## src/rtl/wb_arbiter_pkg.sv

```systemverilog
// Shared writeback types: completion request record and the regfile/ID forwarding view.
// Pure definitions; no latency or backpressure.
package wb_arbiter_pkg;

    localparam int XLEN        = 32;
    localparam int RF_IDX_BITS = 5;

    typedef struct packed {
        logic                   rd_we;
        logic [RF_IDX_BITS-1:0] rd_s;
        logic [XLEN-1:0]        rd_v;
    } wb_req_t;

    typedef struct packed {
        logic                   we;
        logic [RF_IDX_BITS-1:0] rd_s;
        logic [XLEN-1:0]        rd_v;
    } wb_id_t;

    // Source-index width; a single source still gets a 1-bit index.
    function automatic int src_w(input int n);
        return (n > 1) ? $clog2(n) : 1;
    endfunction

endpackage

```

## src/rtl/wb_arbiter_if.sv

```systemverilog
// Completion-source handshake and regfile write/retire bus of the writeback stage.
// Slave is the arbiter; master is whoever drives the completion sources.
interface wb_arbiter_if #(
    parameter int NUM_SRC = 3
);
    import wb_arbiter_pkg::*;

    localparam int SRC_W = src_w(NUM_SRC);

    logic [NUM_SRC-1:0]             src_valid_i;
    logic [NUM_SRC-1:0]             src_ready_o;
    logic [NUM_SRC-1:0]             src_rd_we_i;
    logic [NUM_SRC*RF_IDX_BITS-1:0] src_rd_s_i;
    logic [NUM_SRC*XLEN-1:0]        src_rd_v_i;
    logic                           rf_we_o;
    logic [RF_IDX_BITS-1:0]         rf_rd_s_o;
    logic [XLEN-1:0]                rf_rd_v_o;
    logic                           retire_o;
    logic [SRC_W-1:0]               retire_src_o;
    logic [63:0]                    instret_o;

    modport slave (
        input  src_valid_i, src_rd_we_i, src_rd_s_i, src_rd_v_i,
        output src_ready_o, rf_we_o, rf_rd_s_o, rf_rd_v_o, retire_o, retire_src_o, instret_o
    );

    modport master (
        output src_valid_i, src_rd_we_i, src_rd_s_i, src_rd_v_i,
        input  src_ready_o, rf_we_o, rf_rd_s_o, rf_rd_v_o, retire_o, retire_src_o, instret_o
    );

endinterface

```

## src/rtl/wb_src_fifo.sv

```systemverilog
// Per-source DEPTH-entry completion buffer; push visible at head one edge later.
// full_o depends on occupancy only; caller must not push when full nor pop when empty.
module wb_src_fifo
    import wb_arbiter_pkg::*;
#(
    parameter int DEPTH = 2
) (
    input  logic    clk_i,
    input  logic    rst_ni,
    input  logic    push_i,
    input  logic    pop_i,
    input  wb_req_t din_i,
    output wb_req_t head_o,
    output logic    full_o,
    output logic    empty_o
);

    generate
        if (DEPTH == 1) begin : g_flag
            logic    r_vld;
            wb_req_t r_dat;

            always_ff @(posedge clk_i or negedge rst_ni) begin
                if (!rst_ni) begin
                    r_vld <= 1'b0;
                end else if (push_i) begin
                    r_vld <= 1'b1;
                end else if (pop_i) begin
                    r_vld <= 1'b0;
                end
            end

            always_ff @(posedge clk_i) begin
                if (push_i) begin
                    r_dat <= din_i;
                end
            end

            assign head_o  = r_dat;
            assign full_o  = r_vld;
            assign empty_o = !r_vld;
        end else begin : g_ring
            localparam int AW = $clog2(DEPTH);

            wb_req_t       r_mem [DEPTH];
            logic [AW:0]   r_wr_ptr;
            logic [AW:0]   r_rd_ptr;

            always_ff @(posedge clk_i or negedge rst_ni) begin
                if (!rst_ni) begin
                    r_wr_ptr <= '0;
                    r_rd_ptr <= '0;
                end else begin
                    if (push_i) r_wr_ptr <= r_wr_ptr + (AW+1)'(1);
                    if (pop_i)  r_rd_ptr <= r_rd_ptr + (AW+1)'(1);
                end
            end

            always_ff @(posedge clk_i) begin
                if (push_i) begin
                    r_mem[r_wr_ptr[AW-1:0]] <= din_i;
                end
            end

            // Extra pointer MSB distinguishes full from empty when the indices match.
            assign head_o  = r_mem[r_rd_ptr[AW-1:0]];
            assign empty_o = (r_wr_ptr == r_rd_ptr);
            assign full_o  = (r_wr_ptr[AW] != r_rd_ptr[AW]) &&
                             (r_wr_ptr[AW-1:0] == r_rd_ptr[AW-1:0]);
        end
    endgenerate

endmodule

```

## src/rtl/wb_arbiter.sv

```systemverilog
// Round-robin merge of NUM_SRC buffered completion streams onto the regfile write port; 1 retire/cycle.
// Entry accepted at edge t is granted no earlier than edge t+1; src_ready_o is !full per source FIFO.
module wb_arbiter
    import wb_arbiter_pkg::*;
#(
    parameter int NUM_SRC = 3,
    parameter int DEPTH   = 2
) (
    input  logic         clk_i,
    input  logic         rst_ni,
    wb_arbiter_if.slave  bus
);

    localparam int SRC_W = src_w(NUM_SRC);

    wb_req_t                w_din  [NUM_SRC];
    wb_req_t                w_head [NUM_SRC];
    wb_req_t                w_head_sel;
    logic [NUM_SRC-1:0]     w_push;
    logic [NUM_SRC-1:0]     w_pop;
    logic [NUM_SRC-1:0]     w_full;
    logic [NUM_SRC-1:0]     w_empty;
    logic                   w_gnt_vld;
    logic [SRC_W-1:0]       w_gnt_idx;

    logic [SRC_W-1:0]       r_rr_ptr;
    logic                   r_rf_we;
    logic [RF_IDX_BITS-1:0] r_rf_rd_s;
    logic [XLEN-1:0]        r_rf_rd_v;
    logic                   r_retire;
    logic [SRC_W-1:0]       r_retire_src;
    logic [63:0]            r_instret;

    function automatic logic [SRC_W-1:0] rr_add(input logic [SRC_W-1:0] base, input int k);
        int s;
        s = int'(base) + k;
        if (s >= NUM_SRC) s = s - NUM_SRC;
        return SRC_W'(s);
    endfunction

    generate
        for (genvar s = 0; s < NUM_SRC; s++) begin : g_src
            assign w_din[s]  = {bus.src_rd_we_i[s],
                                bus.src_rd_s_i[s*RF_IDX_BITS +: RF_IDX_BITS],
                                bus.src_rd_v_i[s*XLEN +: XLEN]};
            assign w_push[s] = bus.src_valid_i[s] && !w_full[s];
            assign w_pop[s]  = w_gnt_vld && (w_gnt_idx == SRC_W'(s));

            wb_src_fifo #(.DEPTH(DEPTH)) u_fifo (
                .clk_i   (clk_i),
                .rst_ni  (rst_ni),
                .push_i  (w_push[s]),
                .pop_i   (w_pop[s]),
                .din_i   (w_din[s]),
                .head_o  (w_head[s]),
                .full_o  (w_full[s]),
                .empty_o (w_empty[s])
            );
        end
    endgenerate

    assign bus.src_ready_o = ~w_full;

    // First non-empty source at or after rr_ptr, wrapping modulo NUM_SRC.
    always_comb begin
        w_gnt_vld = 1'b0;
        w_gnt_idx = '0;
        for (int k = 0; k < NUM_SRC; k++) begin
            if (!w_gnt_vld && !w_empty[rr_add(r_rr_ptr, k)]) begin
                w_gnt_vld = 1'b1;
                w_gnt_idx = rr_add(r_rr_ptr, k);
            end
        end
    end

    assign w_head_sel = w_head[w_gnt_idx];

    always_ff @(posedge clk_i or negedge rst_ni) begin
        if (!rst_ni) begin
            r_rr_ptr     <= '0;
            r_rf_we      <= 1'b0;
            r_rf_rd_s    <= '0;
            r_rf_rd_v    <= '0;
            r_retire     <= 1'b0;
            r_retire_src <= '0;
            r_instret    <= '0;
        end else begin
            r_rf_we  <= 1'b0;
            r_retire <= 1'b0;
            if (w_gnt_vld) begin
                r_rr_ptr     <= rr_add(w_gnt_idx, 1);
                // x0 writes retire but never reach the regfile.
                r_rf_we      <= w_head_sel.rd_we && (w_head_sel.rd_s != '0);
                r_rf_rd_s    <= w_head_sel.rd_s;
                r_rf_rd_v    <= w_head_sel.rd_v;
                r_retire     <= 1'b1;
                r_retire_src <= w_gnt_idx;
                r_instret    <= r_instret + 64'd1;
            end
        end
    end

    assign bus.rf_we_o      = r_rf_we;
    assign bus.rf_rd_s_o    = r_rf_rd_s;
    assign bus.rf_rd_v_o    = r_rf_rd_v;
    assign bus.retire_o     = r_retire;
    assign bus.retire_src_o = r_retire_src;
    assign bus.instret_o    = r_instret;

endmodule

```

## src/flat_wrapper.sv

```systemverilog
// flat-port wrapper written by rule: the top's interface ports become plain ports
module wb_arbiter_flat import wb_arbiter_pkg::*;
#(
    parameter int NUM_SRC = 3,
    parameter int DEPTH   = 2
)
  (clk_i, rst_ni, bus_src_valid_i, bus_src_rd_we_i, bus_src_rd_s_i, bus_src_rd_v_i, bus_src_ready_o, bus_rf_we_o, bus_rf_rd_s_o, bus_rf_rd_v_o, bus_retire_o, bus_retire_src_o, bus_instret_o);
  wb_arbiter_if #(.NUM_SRC(NUM_SRC)) bus_i ();
  input  logic clk_i;
  input  logic rst_ni;
  input wire logic [$bits(bus_i.src_valid_i)-1:0] bus_src_valid_i;
  input wire logic [$bits(bus_i.src_rd_we_i)-1:0] bus_src_rd_we_i;
  input wire logic [$bits(bus_i.src_rd_s_i)-1:0] bus_src_rd_s_i;
  input wire logic [$bits(bus_i.src_rd_v_i)-1:0] bus_src_rd_v_i;
  output wire logic [$bits(bus_i.src_ready_o)-1:0] bus_src_ready_o;
  output wire logic [$bits(bus_i.rf_we_o)-1:0] bus_rf_we_o;
  output wire logic [$bits(bus_i.rf_rd_s_o)-1:0] bus_rf_rd_s_o;
  output wire logic [$bits(bus_i.rf_rd_v_o)-1:0] bus_rf_rd_v_o;
  output wire logic [$bits(bus_i.retire_o)-1:0] bus_retire_o;
  output wire logic [$bits(bus_i.retire_src_o)-1:0] bus_retire_src_o;
  output wire logic [$bits(bus_i.instret_o)-1:0] bus_instret_o;
  assign bus_i.src_valid_i = bus_src_valid_i;
  assign bus_i.src_rd_we_i = bus_src_rd_we_i;
  assign bus_i.src_rd_s_i = bus_src_rd_s_i;
  assign bus_i.src_rd_v_i = bus_src_rd_v_i;
  assign bus_src_ready_o = bus_i.src_ready_o;
  assign bus_rf_we_o = bus_i.rf_we_o;
  assign bus_rf_rd_s_o = bus_i.rf_rd_s_o;
  assign bus_rf_rd_v_o = bus_i.rf_rd_v_o;
  assign bus_retire_o = bus_i.retire_o;
  assign bus_retire_src_o = bus_i.retire_src_o;
  assign bus_instret_o = bus_i.instret_o;
  wb_arbiter #(.NUM_SRC(NUM_SRC), .DEPTH(DEPTH)) u_core (.clk_i(clk_i), .rst_ni(rst_ni), .bus(bus_i));
endmodule
```

## config.mk

```make
export PLATFORM = sky130hd
export DESIGN_NAME = wb_arbiter_flat
export DESIGN_NICKNAME = d
export VERILOG_FILES = /design/src/rtl/wb_arbiter_pkg.sv /design/src/rtl/wb_arbiter_if.sv /design/src/rtl/wb_src_fifo.sv /design/src/rtl/wb_arbiter.sv /design/src/flat_wrapper.sv
export SDC_FILE = /design/constraint.sdc
export NUM_CORES = 1
export LEC_CHECK = 0
export CAP_MARGIN = 30
export CORE_UTILIZATION = 40
export CTS_CLUSTER_DIAMETER = 200
export CTS_CLUSTER_SIZE = 14
export DETAILED_ROUTE_END_ITERATION = 6
export DONT_BUFFER_PORTS = 1
export GPL_TIMING_DRIVEN = 0
export PLACE_DENSITY_LB_ADDON = 0.2
export SLEW_MARGIN = 5
export SYNTH_ARGS = -nofsm -noshare
export SYNTH_HDL_FRONTEND = slang
export SYNTH_SLANG_ARGS = --single-unit
```

## constraint.sdc

```tcl
create_clock -name clk_i -period 3 [get_ports clk_i]
set_input_delay 0.3 -clock clk_i [delete_from_list [all_inputs] [get_ports clk_i]]
set_output_delay 0.3 -clock clk_i [all_outputs]
set_load 0.1 [all_outputs]
```

==> impl_metrics.tcl <==
set metrics [dict create \
    status "completed" \
    ant_nets 0 \
    reg2reg_depth 7 \
    coreArea_sq_mm 0.0345 \
    fmax_mhz 353 \
    power.leakage_uw 0.00659 \
    fin_crit_sh_pct 94.4 \
    critPathRequiredTime_ps 3410 \
    cts_made_buffers 28 \
    layout_setup_ws_ps 168 \
    syn-num-nets 1062 \
    min_period_ps 2830 \
    fp.dieW_microns 189 \
    synthCells 937 \
    ir_drop_v 0.000701 \
    cp_max_fo 9 \
    vias_per_cell 5.29 \
    pre_cts_ws_ps -305 \
    yosys_warnings 0 \
    setup.worst_path.class "flop to flop" \
    fin_worst_skew_ps 17.1 \
    htree_num_levels 1 \
    hold_depth 1 \
    yosysSeqAreaShare_pct 70.3 \
    cts.sinks 347 \
    synth_edf_count 228 \
    p_per_area_mw_per_mm2 1230 \
    die_y_microns 189 \
    drtIter0Drc 420 \
    relSlewSlack_pct 31.8 \
    cts_root_buf "clkbuf_16" \
    place_congestion 0.813 \
    firstDrtPassIters 5 \
    yosys-top-cells-area "edfxtp_1, dfrtp_1, mux2i_1, xnor2_1, mux2_2" \
    synth-main-ff-cell "edfxtp_1" \
    grt-ovfl-total 0 \
    wl_microns 34400 \
    yosysTopAreaCell "edfxtp_1" \
    nets 1237 \
    pin_count 227 \
    n_fill_cell 2938 \
    maxCapViolations 0 \
    end_kind "flop" \
    clk_path_buf_depth 3 \
    grt_pass1_wl_microns 51700 \
    rsz0062_at_grt "false" \
    rows 68 \
    syn_to_final_growth_pct 23.4 \
    grtUsageTotal_pct 19.1 \
    cp.arrival_ps 3250 \
    grt_pass1_vias 8574 \
    whs_ps 204 \
    drc_errors 0 \
    die_area_sq_mm 0.0357 \
    synth_top_area_share_pct 49.0 \
    tightest_slew_ps 1020 \
    start_util_pct 40.5 \
    cts_tree "built" \
    drive_gt1_share_pct 14.9 \
    cts.clk_slew.worst_paths_ps 70 \
    dpl.cell_count 1405 \
    antenna_found_initial 5 \
    routedWlPerCell_microns 21.6 \
    syn_area_sq_mm 0.0140 \
    grt_max_degree 120 \
    dp_hpwl_microns 22500 \
    avgSynthCellArea_sq_um 14.9 \
    startpoint_type "flop" \
    num_vias 8420 \
    worstSkewPairLatency_ps 580 \
    setup_violations 0 \
    postSynth.asyncResetShare_pct 34.3 \
    ys_seq_elements 347 \
    min_path_type "input port to flop" \
    drv_slew 0 \
    final_cells 1591 \
    hold_violations 0 \
    yosys.cell_types.count 56 \
    port_buffers 0 \
]
-- sequential cells by signal, indices dropped and copies added, names as in the netlist --
| name | count |
|---|---|
| u_core.bus.retire_src_o | 2 |
| u_core.bus.instret_o | 64 |
| u_core.bus.rf_rd_s_o | 5 |
| u_core.bus.rf_rd_v_o | 32 |
| u_core.g_src.u_fifo.g_ring.r_wr_ptr | 6 |
| u_core.r_rr_ptr | 2 |
| u_core.g_src.u_fifo.g_ring.r_mem | 228 |
| u_core.g_src.u_fifo.g_ring.r_rd_ptr | 6 |
| u_core.bus.rf_we_o | 1 |
| u_core.bus.retire_o | 1 |
-- worst paths after layout --
check	start	to	slack, ps
setup reg to reg	u_core.bus.instret_o[47]$_DFFE_PN0P_	u_core.bus.instret_o[57]$_DFFE_PN0P_	170
max in group asynchronous	rst_ni	u_core.bus.instret_o[10]$_DFFE_PN0P_	2060
hold / removal	bus_src_valid_i[1]	u_core.g_src[1].u_fifo.g_ring.r_mem[1][16]$_DFFE_PP_	200
hold reg to reg	u_core.g_src[1].u_fifo.g_ring.r_wr_ptr[1]$_DFFE_PN0P_	u_core.g_src[1].u_fifo.g_ring.r_wr_ptr[1]$_DFFE_PN0P_	490
min in group asynchronous	rst_ni	u_core.bus.instret_o[8]$_DFFE_PN0P_	410
setup / recovery	u_core.bus.instret_o[47]$_DFFE_PN0P_	u_core.bus.instret_o[57]$_DFFE_PN0P_	170
-- cells in the final DEF (no fill, tap or decap), types with 3 or more instances in the layout --
| cell | netlist | layout |
|---|---|---|
| nor2_4 | 0 | 3 |
| a32oi_1 | 15 | 15 |
| nand2b_1 | 4 | 4 |
| edfxtp_1 | 228 | 228 |
| dfrtp_4 | 0 | 10 |
| diode_2 | 0 | 4 |
| xor2_1 | 30 | 30 |
| nand2_1 | 76 | 76 |
| and2_1 | 6 | 6 |
| nor4_1 | 8 | 8 |
| o21ai_0 | 6 | 6 |
| dlygate4sd3_1 | 0 | 118 |
| ha_1 | 6 | 6 |
| nand3_1 | 27 | 27 |
| clkbuf_2 | 0 | 5 |
| nand4_1 | 19 | 19 |
| nor3_1 | 10 | 10 |
| buf_1 | 10 | 9 |
| buf_16 | 0 | 15 |
| inv_1 | 9 | 9 |
| xnor2_1 | 51 | 50 |
| buf_6 | 0 | 3 |
| mux2_2 | 38 | 38 |
| dfrtp_2 | 0 | 12 |
| mux2i_1 | 77 | 77 |
| nor2_1 | 49 | 46 |
| o221ai_1 | 21 | 21 |
| clkbuf_1 | 15 | 33 |
| dfrtp_1 | 119 | 97 |
| clkbuf_16 | 0 | 28 |
| and3_1 | 17 | 14 |
| and3_2 | 1 | 4 |
| a21oi_1 | 37 | 37 |
| buf_2 | 19 | 18 |
| buf_12 | 0 | 7 |
-- worst max-delay path, cell delays in order, from the launching register on --
cell and delay, ps:
dfrtp_1 960, and4_1 370, and3_1 180, and2_1 170, and3_1 230, nand3_2 220
nor4_1 430, xor2_1 110
-- layer usage --
layer	track usage, %	share of wire (%)
met2	31.1	47
met1	24.8	43
met3	5.43	7.4
met4	5.89	2.8
met5	0	0.029
-- power breakdown --
part           switching, uW  internal [uW]  total (uW)  leakage [uW]
logic                   5160           3080        8240       0.00259
clock network           1680           1760        3430      0.000384
registers               2820           6720        9540       0.00361
total                   9660          11600       21200       0.00659
-- per-stage QoR --
step	utilization (%)	setup TNS [ps]	total power [uW]	area, sq um
floorplan	-	0	14800	14000
global placement	42.3	-101440	17000	14600
detailed placement	43.2	-5120	17700	14900
CTS	49.1	0	21300	16900
global route	50.0	0	22300	17200
finish	50.0	0	21200	17200
-- synth_stat cells, types with 8 or more instances --
cell type,number
nand4_1,19
inv_1,9
dfrtp_1,119
nor3_1,10
nand3_1,27
xnor2_1,51
xor2_1,30
mux2_2,38
clkbuf_1,15
nor2_1,49
a32oi_1,15
buf_2,19
and3_1,17
mux2i_1,77
nand2_1,76
nor4_1,8
o221ai_1,21
buf_1,10
edfxtp_1,228
a21oi_1,37
-- cell type report --
class                           count  area, sq um  area share (%)
Clock inverter                      2         35.0           0.203
Sequential cell                   347         9880            57.3
Buffer                             45          204            1.18
Clock buffer                       48          776            4.50
Timing Repair Buffer              145         1780            10.3
Multi-Input combinational cell    535         3960            23.0
Inverter                           10         37.5           0.218
Tap cell                          455          569            3.30
Antenna cell                        4         10.0          0.0580
-- cell families (layout without fill, tap and decap cells) --
kind of cell    count (synthesis)  count (layout)  synth area share, %
simple gates                  238             238                 8.92
buf+inv                        55             250                 1.67
xor+xnor                       81              81                 5.08
mux                           115             115                 8.58
flops                         347             347                 70.3
other cells                     0               4                    0
compound gates                 95              95                 4.88
fa+ha+maj                       6               6                0.537
-- repair_timing --
item	4_1_cts	5_1_grt
pin swaps	0	1
endpoints found under the setup margin	21	50
hold buffers	119	0
gates resized for setup	17	26
setup buffers	0	1
endpoints found under the hold margin	350	0
No activity file was read; power rests on OpenSTA's default activity.
